[src/rtl/dac_pkg.sv]
// Shared definitions for the multi-channel AD5061 serial driver.
//   state_t     channel-sequencing FSM states
//   FRAME_W     bits per DAC frame
//   PD_*        power-down field encodings
//   make_frame  builds {6'b0, pd, data16}
package dac_pkg;

   localparam int FRAME_W = 24;

   localparam logic [1:0] PD_NORMAL   = 2'b00;
   localparam logic [1:0] PD_1K_GND   = 2'b01;
   localparam logic [1:0] PD_100K_GND = 2'b10;
   localparam logic [1:0] PD_TRISTATE = 2'b11;

   typedef enum logic [1:0] {
      IDLE,
      SHIFT,
      GAP,
      DONE
   } state_t;

   function automatic logic [FRAME_W-1:0] make_frame(input logic [1:0]  pd,
                                                      input logic [15:0] data);
      return {6'b0, pd, data};
   endfunction

endpackage

[src/rtl/dac_frame_shifter.sv]
// Serialises one 24-bit frame MSB first with an idle-high SCLK.
// Each bit is CLK_DIV cycles high then CLK_DIV cycles low; data moves only
// when SCLK rises, so it is stable across the falling (sample) edge.
// Ports:
//   clk, rst   system clock, synchronous active-high reset
//   start      load frame and begin with bit 23 (SCLK high)
//   frame      frame to send
//   sclk, sdo  serial clock / data
//   last_bit   high in the cycle whose edge ends bit 0's low phase
module dac_frame_shifter
   import dac_pkg::*;
#(
   parameter int CLK_DIV = 2
) (
   input  logic               clk,
   input  logic               rst,
   input  logic               start,
   input  logic [FRAME_W-1:0] frame,
   output logic               sclk,
   output logic               sdo,
   output logic               last_bit
);

   localparam logic [15:0] HALF_MAX = 16'(CLK_DIV - 1);
   localparam logic [4:0]  BIT_MAX  = 5'(FRAME_W - 1);

   logic [FRAME_W-1:0] sreg;
   logic [15:0]        half_cnt;
   logic [4:0]         bit_cnt;
   logic               active;

   always_ff @(posedge clk) begin
      if (rst) begin
         sreg     <= '0;
         half_cnt <= '0;
         bit_cnt  <= '0;
         sclk     <= 1'b1;
         active   <= 1'b0;
      end else if (start) begin
         sreg     <= frame;
         half_cnt <= HALF_MAX;
         bit_cnt  <= BIT_MAX;
         sclk     <= 1'b1;
         active   <= 1'b1;
      end else if (active) begin
         if (half_cnt != '0) begin
            half_cnt <= half_cnt - 16'd1;
         end else begin
            half_cnt <= HALF_MAX;
            if (sclk) begin
               sclk <= 1'b0;
            end else begin
               // rising edge: next bit; after bit 0 the register is all zero
               sclk <= 1'b1;
               sreg <= sreg << 1;
               if (bit_cnt == '0) active <= 1'b0;
               else               bit_cnt <= bit_cnt - 5'd1;
            end
         end
      end
   end

   assign sdo      = sreg[FRAME_W-1];
   assign last_bit = active && (half_cnt == '0) && !sclk && (bit_cnt == '0);

endmodule

[src/rtl/dac_ad5061_multi.sv]
// Multi-channel AD5061 driver: one latch captures all channel words and a
// common power-down mode, then frames are sent on channel 0..CHANNELS-1,
// each followed by a 2*CLK_DIV cycle gap with every SYNC high.
// Optional build macro DAC_SKIP_UNCHANGED_EN: channels whose frame matches
// the last one sent are skipped (reset marks every channel dirty).
// Ports:
//   clk, rst   system clock, synchronous active-high reset
//   latch      start strobe, accepted only in IDLE
//   value      channel n at [n*DATA_W +: DATA_W]
//   pd_mode    PD1:PD0 for all channels
//   busy, done sequence in progress / one-cycle completion pulse
//   sync_dac   per-channel active-low SYNC
//   clk_dac    SCLK (idle high), sdo_dac  SDIN
//
// state | meaning
// IDLE  | waiting for latch
// SHIFT | frame on channel idx in progress
// GAP   | all SYNC high between frames
// DONE  | one-cycle done pulse
module dac_ad5061_multi
   import dac_pkg::*;
#(
   parameter int CHANNELS = 2,
   parameter int DATA_W   = 16,
   parameter int CLK_DIV  = 2
) (
   input  logic                       clk,
   input  logic                       rst,
   input  logic                       latch,
   input  logic [CHANNELS*DATA_W-1:0] value,
   input  logic [1:0]                 pd_mode,
   output logic                       busy,
   output logic                       done,
   output logic [CHANNELS-1:0]        sync_dac,
   output logic                       clk_dac,
   output logic                       sdo_dac
);

   localparam logic [15:0] GAP_MAX = 16'(2 * CLK_DIV - 1);

   state_t                     state, state_nxt;
   logic [2:0]                 idx, nxt_idx;
   logic [15:0]                gap_cnt;
   logic [CHANNELS*DATA_W-1:0] shadow_val, src_val;
   logic [1:0]                 shadow_pd, src_pd;
   logic [CHANNELS-1:0]        pend, dirty_in, src_mask;
   logic [FRAME_W-1:0]         start_frame;
   logic                       start, last_bit;

   function automatic logic [15:0] align(input logic [DATA_W-1:0] d);
      logic [15:0] t;
      t = '0;
      t[15 -: DATA_W] = d;
      return t;
   endfunction

   function automatic logic [2:0] first_set(input logic [CHANNELS-1:0] mask);
      logic [2:0] r;
      r = '0;
      for (int n = CHANNELS - 1; n >= 0; n--)
         if (mask[n]) r = 3'(n);
      return r;
   endfunction

`ifdef DAC_SKIP_UNCHANGED_EN
   logic [CHANNELS-1:0] sent_valid;
   logic [17:0]         last_sent [CHANNELS];

   always_comb begin
      dirty_in = '0;
      for (int n = 0; n < CHANNELS; n++)
         dirty_in[n] = !sent_valid[n] ||
                       (last_sent[n] != {pd_mode, align(value[n*DATA_W +: DATA_W])});
   end

   always_ff @(posedge clk) begin
      if (rst) begin
         sent_valid <= '0;
         for (int n = 0; n < CHANNELS; n++) last_sent[n] <= '0;
      end else if (state == SHIFT && last_bit) begin
         for (int n = 0; n < CHANNELS; n++)
            if (3'(n) == idx) begin
               sent_valid[n] <= 1'b1;
               last_sent[n]  <= {shadow_pd, align(shadow_val[n*DATA_W +: DATA_W])};
            end
      end
   end
`else
   assign dirty_in = '1;
`endif

   // In IDLE the first frame comes straight from the inputs so SYNC can fall
   // on the accepting edge; later frames come from the shadow registers.
   always_comb begin
      src_mask    = (state == IDLE) ? dirty_in : pend;
      src_val     = (state == IDLE) ? value    : shadow_val;
      src_pd      = (state == IDLE) ? pd_mode  : shadow_pd;
      nxt_idx     = first_set(src_mask);
      start_frame = make_frame(src_pd, align(src_val[nxt_idx*DATA_W +: DATA_W]));
   end

   always_ff @(posedge clk) begin
      if (rst) state <= IDLE;
      else     state <= state_nxt;
   end

   always_comb begin
      state_nxt = state;
      start     = 1'b0;
      case (state)
         IDLE:
            if (latch) begin
               // nothing dirty: GAP with a zero count gives the one busy cycle
               if (|dirty_in) begin
                  state_nxt = SHIFT;
                  start     = 1'b1;
               end else begin
                  state_nxt = GAP;
               end
            end
         SHIFT:
            if (last_bit) state_nxt = GAP;
         GAP:
            if (gap_cnt == '0) begin
               if (|pend) begin
                  state_nxt = SHIFT;
                  start     = 1'b1;
               end else begin
                  state_nxt = DONE;
               end
            end
         DONE:    state_nxt = IDLE;
         default: state_nxt = IDLE;
      endcase
   end

   always_comb begin
      busy     = (state == SHIFT) || (state == GAP);
      done     = (state == DONE);
      sync_dac = (state == SHIFT) ? ~(CHANNELS'(1) << idx) : '1;
   end

   always_ff @(posedge clk) begin
      if (rst) begin
         idx        <= '0;
         gap_cnt    <= '0;
         shadow_val <= '0;
         shadow_pd  <= PD_NORMAL;
         pend       <= '0;
      end else begin
         if (state == IDLE && latch) begin
            shadow_val <= value;
            shadow_pd  <= pd_mode;
            pend       <= dirty_in;
            gap_cnt    <= '0;
         end
         if (start) idx <= nxt_idx;
         if (state == SHIFT && last_bit) begin
            pend    <= pend & ~(CHANNELS'(1) << idx);
            gap_cnt <= GAP_MAX;
         end else if (state == GAP && gap_cnt != '0) begin
            gap_cnt <= gap_cnt - 16'd1;
         end
      end
   end

   dac_frame_shifter #(.CLK_DIV(CLK_DIV)) u_shifter (
      .clk      (clk),
      .rst      (rst),
      .start    (start),
      .frame    (start_frame),
      .sclk     (clk_dac),
      .sdo      (sdo_dac),
      .last_bit (last_bit)
   );

endmodule

[config.mk]
export PLATFORM = sky130hd
export DESIGN_NAME = dac_ad5061_multi
export DESIGN_NICKNAME = d
export VERILOG_FILES = /design/src/rtl/dac_pkg.sv /design/src/rtl/dac_frame_shifter.sv /design/src/rtl/dac_ad5061_multi.sv
export SDC_FILE = /design/constraint.sdc
export NUM_CORES = 1
export LEC_CHECK = 0
export CAP_MARGIN = 20
export CORE_ASPECT_RATIO = 1.75
export CORE_MARGIN = 3
export CORE_UTILIZATION = 52
export DETAILED_ROUTE_END_ITERATION = 16
export PLACE_DENSITY = 0.76
export SYNTH_ARGS = -nofsm -noshare
export SYNTH_HDL_FRONTEND = slang
export SYNTH_SLANG_ARGS = --single-unit
[constraint.sdc]
create_clock -name clk -period 2.1 [get_ports clk]
set_clock_uncertainty 0.1 [all_clocks]
set_input_delay 0.315 -clock clk [delete_from_list [all_inputs] [get_ports clk]]
set_output_delay 0.315 -clock clk [all_outputs]
set_load 0.01 [all_outputs]
==> results of run 1 <==
==> routing by layer <==
layer	GRT usage, %	vias up	routed length, um
met1	24.9	2103	4490
met2	42.4	99	6590
met4	8.56	0	321
met5	0	-	0
li1	-	2205	-
met3	3.76	26	403
==> kinds of logic after synthesis <==
group / synth area share [%]
buf+inv: 4.68
compound gates: 16.1
fa+ha+maj: 2.39
flops: 43.4
simple gates: 25.8
xor+xnor: 3.16
mux: 4.55
==> worst register-to-register path, cell delays in order, from the launching register on <==
cell      delay [ns]
dfxtp_2         0.34
inv_2           0.08
ha_4            0.12
or4b_4          0.48
buf_6           0.14
and4bb_2        0.33
buf_6           0.11
a41oi_2         0.08
o21bai_1        0.21
a21oi_1         0.20
==> layout make-up <==
type / count / share of cell area [%]
multi-input cells: 447 / 42.5
flip-flops and latches: 102 / 34.0
repair buffers: 94 / 15.0
clock buffers: 10 / 3.97
well taps: 117 / 2.43
clock inverters: 6 / 1.16
inverters: 15 / 0.935
==> final timing paths <==
kind                               from                    to  slack (ns)  depth (start not counted)
hold reg to reg      u_shifter.sreg[20]    u_shifter.sreg[20]        0.35                          2
setup / recovery  u_shifter.half_cnt[1]  u_shifter.bit_cnt[2]       -0.16                          9
setup reg to reg  u_shifter.half_cnt[1]  u_shifter.bit_cnt[2]       -0.16                          9
hold / removal                      rst            gap_cnt[3]        0.24                          4
==> registers in the layout, summed over array words and instances, names as in the netlist <==
signal,count
pend,2
shadow_val,32
u_shifter.sclk,1
u_shifter.half_cnt,16
idx,1
state,2
u_shifter.sreg,24
shadow_pd,2
gap_cnt,16
u_shifter.bit_cnt,5
u_shifter.active,1
==> metrics by stage <==
stage / hold slack [ns] / worst slack [ns] / TNS [ns] / instances
floorplan: 0.332 / -0.0804 / -2.17 / 598
global placement: 0.338 / -0.0464 / -0.865 / 770
detailed placement: 0.342 / -0.130 / -1.59 / 770
CTS: 0.240 / -0.0446 / -0.0960 / 787
global route: 0.261 / -0.206 / -4.72 / 791
finish: 0.244 / -0.159 / -0.726 / 791
==> cell usage in the layout, fill, tap and decap left out, types with 4 or more instances in the layout <==
cell type and count:
buf_12 6, clkdlybuf4s50_1 41, clkbuf_16 10, mux2i_1 18, or3_1 4, xnor2_1 10
inv_1 12, xor2_1 7, o21a_1 7, buf_4 43, a21oi_1 68, ha_1 7
nand2_1 136, or2_2 4, o21ai_0 16, dfxtp_1 99, a31oi_1 22, nand3_1 14
nor2_1 53, and3_1 6, nor3_1 12, nand4_1 7
==> power groups by stage <==
stage	combinational [mW]	sequential (mW)	clock, mW
2_1_floorplan	1.98	2.57	0
5_1_grt	3.65	2.63	1.80
4_1_cts	3.18	2.58	1.72
6_report	3.29	2.59	1.71
3_5_place_dp	3.02	2.60	0
3_3_place_gp	2.93	2.59	0
==> timing repair <==
item / 4_1_cts / 5_1_grt
resized for setup: 12 / 18
setup buffers: 1 / 3
pin swaps: 3 / 5
cloned: 0 / 1
setup endpoints to repair: 35 / 64
hold buffers: 0 / 0
==> metrics.yaml, run 1 <==
cts:
  cts-root-buf: "clkbuf_16"
  numCtsBuffers: 9
  cts.sinks: 102
  clockBufferDepth: 2
  ctsHtreeMaxLevel: 3
  insertion_delay_ns: 0.35
  path_clk_slew_ns: 0.07
  tritoncts: "yes"
synthesis:
  avgSynthCellArea_um2: 7.87
  syn_inst: 598
  synthFlopType: "dfxtp_1"
  yosysMostFrequentCell: "nand2_1"
  yosys.area.top_type_share_pct: 43.4
  yosysTopAreaCell: "dfxtp_1"
  synth_seq_cells: 102
  synthArstFlopShare_pct: 0
  synthTopCellsByCount: "nand2_1 (137), dfxtp_1 (102), a21oi_1 (69)"
  syn_area_um2: 4710
  synth_edf_count: 0
  yosysSeqAreaShare_pct: 43.4
  synth_warnings: 0
  synthDistinctLibCells: 49
  synth_nets: 644
  synthTopCellsByArea: "dfxtp_1 (43%), nand2_1 (11%), a21oi_1 (7.3%)"
critical_path:
  worstSetupPathType: "reg -> reg"
  critPathArrivalTime_ns: 2.42
  crit_path_cell_trace: "inv_2 -> ha_4 -> or4b_4 -> buf_6 -> and4bb_2 -> buf_6 -> a41oi_2 -> o21bai_1 -> a21oi_1"
  cp_slowest_cell: "or4b_4"
  crit_family: "simple AND/OR/NAND/NOR gates"
  end_kind: "flip-flop"
  critPathMaxStageDelay_ns: 0.48
  path_buf_inv: 3
  cp_max_fo: 2
  cp-start-kind: "flip-flop"
  cpMostUsedCell: "buf_6"
  cp.required_ns: 2.26
pwr:
  ir_drop_mv: 0.787
  total_power_mw: 7.58
  leakage_nw: 2.41
  swShare_pct: 36.1
  pwr-share-comb_pct: 43.3
  pwr-share-clk_pct: 22.5
  power.switching_mw: 2.74
  p_int_mw: 4.84
  p_per_area_nw_per_um2: 1260
  power_frac_seq_pct: 34.2
finish:
  area_growth_pct: 28.0
  drive_gt1_share_pct: 15.9
  fin_area_um2: 6020
  antennaDiodeCount: 0
  fin_util_pct: 69.0
  multi_input_area_um2: 2560
  seq_area_um2: 2050
  n_fill_cell: 722
  final_nets: 715
place:
  placedInstanceArea_um2: 5560
  place.gp.congestion: 0.808
  io_buffers: 42
  dpl.hpwl_um: 8070
die:
  die_w_um: 77.9
  start_util_pct: 53.9
  rows: 45
  dieArea_um2: 10300
  die_y_um: 132
  io_pins: 43
  core_area_um2: 8730
routing:
  drt-wirelength-per-cell_um: 14.9
  drc: 0
  via_per_inst: 5.60
  ant_nets: 0
  drt_iter0_markers: 316
  dr_total_vias: 4433
  dr.pass1.iters: 4
  routed_wl_um: 11800
global_routing:
  gr-usage-all-layers_pct: 22.7
  grt_start_max_net_pins: 47
  antenna_found_initial: 0
  grt_remaining_overflow: 0
  grt_first_pass_wirelength_um: 19100
  grt_pass1_vias: 4354
timing:
  tightest_slew_ns: 0.500
  finalSetupViolations: 28
  maxSlewViolCount: 0
  post-route-period-util_pct: 108
  hold_viol: 0
  max_freq_mhz: 443
  setup_ws_ns: -0.159
  layout_min_cycle_time_ns: 2.26
  rsz0062_at_grt: "true"
  max-slew-margin-rel_pct: 66.2
outcome:
  violations: "negative setup slack"
  status: "complete, but fails checks"
run:
  drv_cap: 0
worst_hold_path:
  min_path_type: "in -> reg"
No activity file was read; power rests on OpenSTA's default activity.
==> run 2, diff against run 1 <==
- PLACE_DENSITY: 0.76 -> unset
- PLACE_DENSITY_LB_ADDON: unset -> 0.12
==> run 2 against run 1 <==
Against the previous run:
- the run still ends with negative setup slack left
- sequential power barely moved
- register-to-register slack gained 0.07 ns
- final cell count up 0.38%
- largest power group unchanged
- power is 0.90% lower
- hold slack better by 0.11 ns
==> metrics.yaml, run 2 (synthesis results as in run 1) <==
global_routing:
  use_met3_pct: 3.21  # was 3.76%
  gr-usage-all-layers_pct: 22.6  # was 22.7%
  grt_first_pass_wirelength_um: 19200  # was 19,100 um
  grt_start_max_net_pins: 36  # was 47
  grt_pass1_vias: 4348  # was 4,354
  grtUsageMet1_pct: 24.1  # was 24.9%
  antenna_found_initial: 0  # unchanged
  grt-busiest-layer: "met2"  # unchanged
  grt_use_met2_pct: 44.0  # was 42.4%
  grt_remaining_overflow: 0  # unchanged
die:
  rows: 45  # unchanged
  io_pins: 43  # unchanged
  dieArea_um2: 10300  # unchanged
  core_area_um2: 8730  # unchanged
  start_util_pct: 53.9  # unchanged
  die_w_um: 77.9  # unchanged
  die_y_um: 132  # unchanged
finish:
  final_common_cell: "nand2_1"  # unchanged
  drive_gt1_share_pct: 16.2  # was 15.9%
  largest_reg_flops: 32  # unchanged
  largest-register: "shadow_val"  # unchanged
  antennaDiodeCount: 0  # unchanged
  reg_top3: "shadow_val: 32 flops, u_shifter.sreg: 24 flops"  # unchanged
  final_nets: 718  # was 715
  final_cell_mix: "nand2_1 (132), dfxtp_1 (100), a21oi_1 (69), nor2_1 (53), buf_4 (45)"  # was nand2_1 (136), dfxtp_1 (99), a21oi_1 (68), nor2_1 (53), buf_4 (43)
  area_growth_pct: 29.3  # was 28.0%
cts:
  tritoncts: "yes"  # unchanged
  holdBufCountCts: 0  # unchanged
  numCtsBuffers: 9  # unchanged
  cts-root-buf: "clkbuf_16"  # unchanged
  cts.sinks: 102  # unchanged
  clockBufferDepth: 2  # unchanged
  insertion_delay_ns: 0.35  # about the same
  path_clk_slew_ns: 0.07  # about the same
  ctsHtreeMaxLevel: 3  # unchanged
routing:
  dr.pass1.iters: 4  # unchanged
  drt-wirelength-per-cell_um: 14.5  # was 14.9 um
  drt_iter0_markers: 193  # was 316
  via_per_inst: 5.54  # was 5.60
  routed_wl_um: 11500  # was 11,800 um
  ant_nets: 0  # unchanged
  dr_total_vias: 4398  # was 4,433
  drc: 0  # unchanged
timing:
  holdWs_ns: 0.354  # was 0.244 ns
  maxSlewViolCount: 0  # unchanged
  layout_min_cycle_time_ns: 2.19  # was 2.26 ns
  max_freq_mhz: 456  # was 443 MHz
  setup_ws_ns: -0.0909  # was -0.159 ns
  hold_viol: 0  # unchanged
  finalSetupTns_ns: -0.658  # was -0.726 ns
  rsz0062_at_grt: "true"  # unchanged
  finalSetupViolations: 24  # was 28
  max-slew-margin-rel_pct: 72.3  # was 66.2%
  tightest_slew_ns: 0.412  # was 0.500 ns
  post-route-period-util_pct: 104  # was 108%
worst_hold_path:
  worstHoldPathCells: 2  # was 4
  min_path_type: "reg -> reg"  # was in -> reg
pwr:
  power.switching_mw: 2.83  # was 2.74 mW
  ir_drop_mv: 0.768  # was 0.787 mV
  total_power_mw: 7.52  # was 7.58 mW
  pwr-share-clk_pct: 21.6  # was 22.5%
  p_per_area_nw_per_um2: 1230  # was 1260 nW/um2
  swShare_pct: 37.7  # was 36.1%
  pwr-share-comb_pct: 43.7  # was 43.3%
  p_int_mw: 4.68  # was 4.84 mW
  leakage_nw: 2.47  # was 2.41 nW
  power_frac_seq_pct: 34.7  # was 34.2%
critical_path:
  cp.required_ns: 2.27  # was 2.26 ns
  critPathMaxStageDelay_ns: 0.50  # was 0.48 ns
  worstSetupPathType: "reg -> reg"  # unchanged
  cp_slowest_cell: "or4b_4"  # unchanged
  crit_path_cell_trace: "inv_2 -> ha_4 -> or4b_4 -> nor4_4 -> buf_6 -> and3_4 -> clkbuf_16 -> nand2_1 -> a31oi_1"  # was inv_2 -> ha_4 -> or4b_4 -> buf_6 -> and4bb_2 -> buf_6 -> a41oi_2 -> o21bai_1 -> a21oi_1
  cp-start-kind: "flip-flop"  # unchanged
  critPathArrivalTime_ns: 2.36  # was 2.42 ns
  cp_max_fo: 12  # was 2
  end_kind: "flip-flop"  # unchanged
  rr_worst_depth: 9  # unchanged
outcome:
  status: "complete, but fails checks"  # unchanged
  violations: "negative setup slack"  # unchanged
place:
  dpl.hpwl_um: 8220  # was 8070 um
  io_buffers: 42  # unchanged
  place.gp.congestion: 0.847  # was 0.808
run:
  drv_cap: 0  # unchanged
-- run 2: cell types whose count changed in the layout (fill, tap and decap cells not counted), sizes merged --
| cell | change |
|---|---|
| bufinv | -1 |
| buf | +1 |
| dlygate4sd2 | +2 |
| clkdlybuf4s50 | -2 |
| clkinvlp | -2 |
| dlymetal6s2s | +1 |
| clkinv | +2 |
| inv | +2 |
-- run 2: timing repair --
| action | 4_1_cts | 5_1_grt |
|---|---|---|
| gates resized for setup | 16 | 21 |
| setup endpoints to repair | 45 | 57 |
| pin swaps | 16 | 6 |
| endpoints found under the hold margin | 0 | 0 |
| gates cloned | 0 | 2 |
| buffers inserted | 1 | 2 |
-- run 2: power by group through the flow --
stage / sequential, mW / combinational, mW / clock (mW)
2_1_floorplan: 2.57 / 1.98 / 0
3_3_place_gp: 2.60 / 2.94 / 0
3_5_place_dp: 2.61 / 3.01 / 0
4_1_cts: 2.58 / 3.08 / 1.65
5_1_grt: 2.65 / 3.64 / 1.73
6_report: 2.61 / 3.29 / 1.62
-- run 2: worst paths after layout --
kind	start	end	slack (ns)
max reg2reg	u_shifter.half_cnt[0]	u_shifter.sreg[16]	-0.09
min	shadow_val[10]	shadow_val[10]	0.35
max	u_shifter.half_cnt[0]	u_shifter.sreg[16]	-0.09
min reg2reg	shadow_val[10]	shadow_val[10]	0.35
-- run 2: area by class of cell --
type                    instances  area (um2)
repair buffers                 97         951
well taps                     117         146
multi-input cells             447        2600
flip-flops and latches        102        2040
inverters                      15        56.3
fillers                       728        2640
clock buffers                   9         225
clock inverters                 7        67.6
-- run 2: routing by layer --
layer  part of all wire (%)  vias up
li1                       -     2206
met1                     39     2100
met2                     57       77
met3                    2.5       15
met4                    1.9        0
met5                      0        -
-- run 2: metrics by stage --
step	cell area [um2]	util, %	cells	worst slack (ns)
5_1_grt	6090	69.7	794	-0.148
2_1_floorplan	4720	-	598	-0.0804
3_5_place_dp	5580	64.0	773	-0.105
6_report	6090	69.7	794	-0.0909
4_1_cts	5920	67.8	790	-0.0359
3_3_place_gp	5580	64.0	773	-0.0827
-- run 2: worst max-delay path, delay by kind of cell (launching register included) --
kind	cells	cell delay, ns
AND/OR/NAND/NOR	4	0.97
adder cells (fa/ha/maj)	1	0.13
AO/OA/AOI/OAI	1	0.17
buffers and inverters	3	0.41
flip-flops	1	0.33
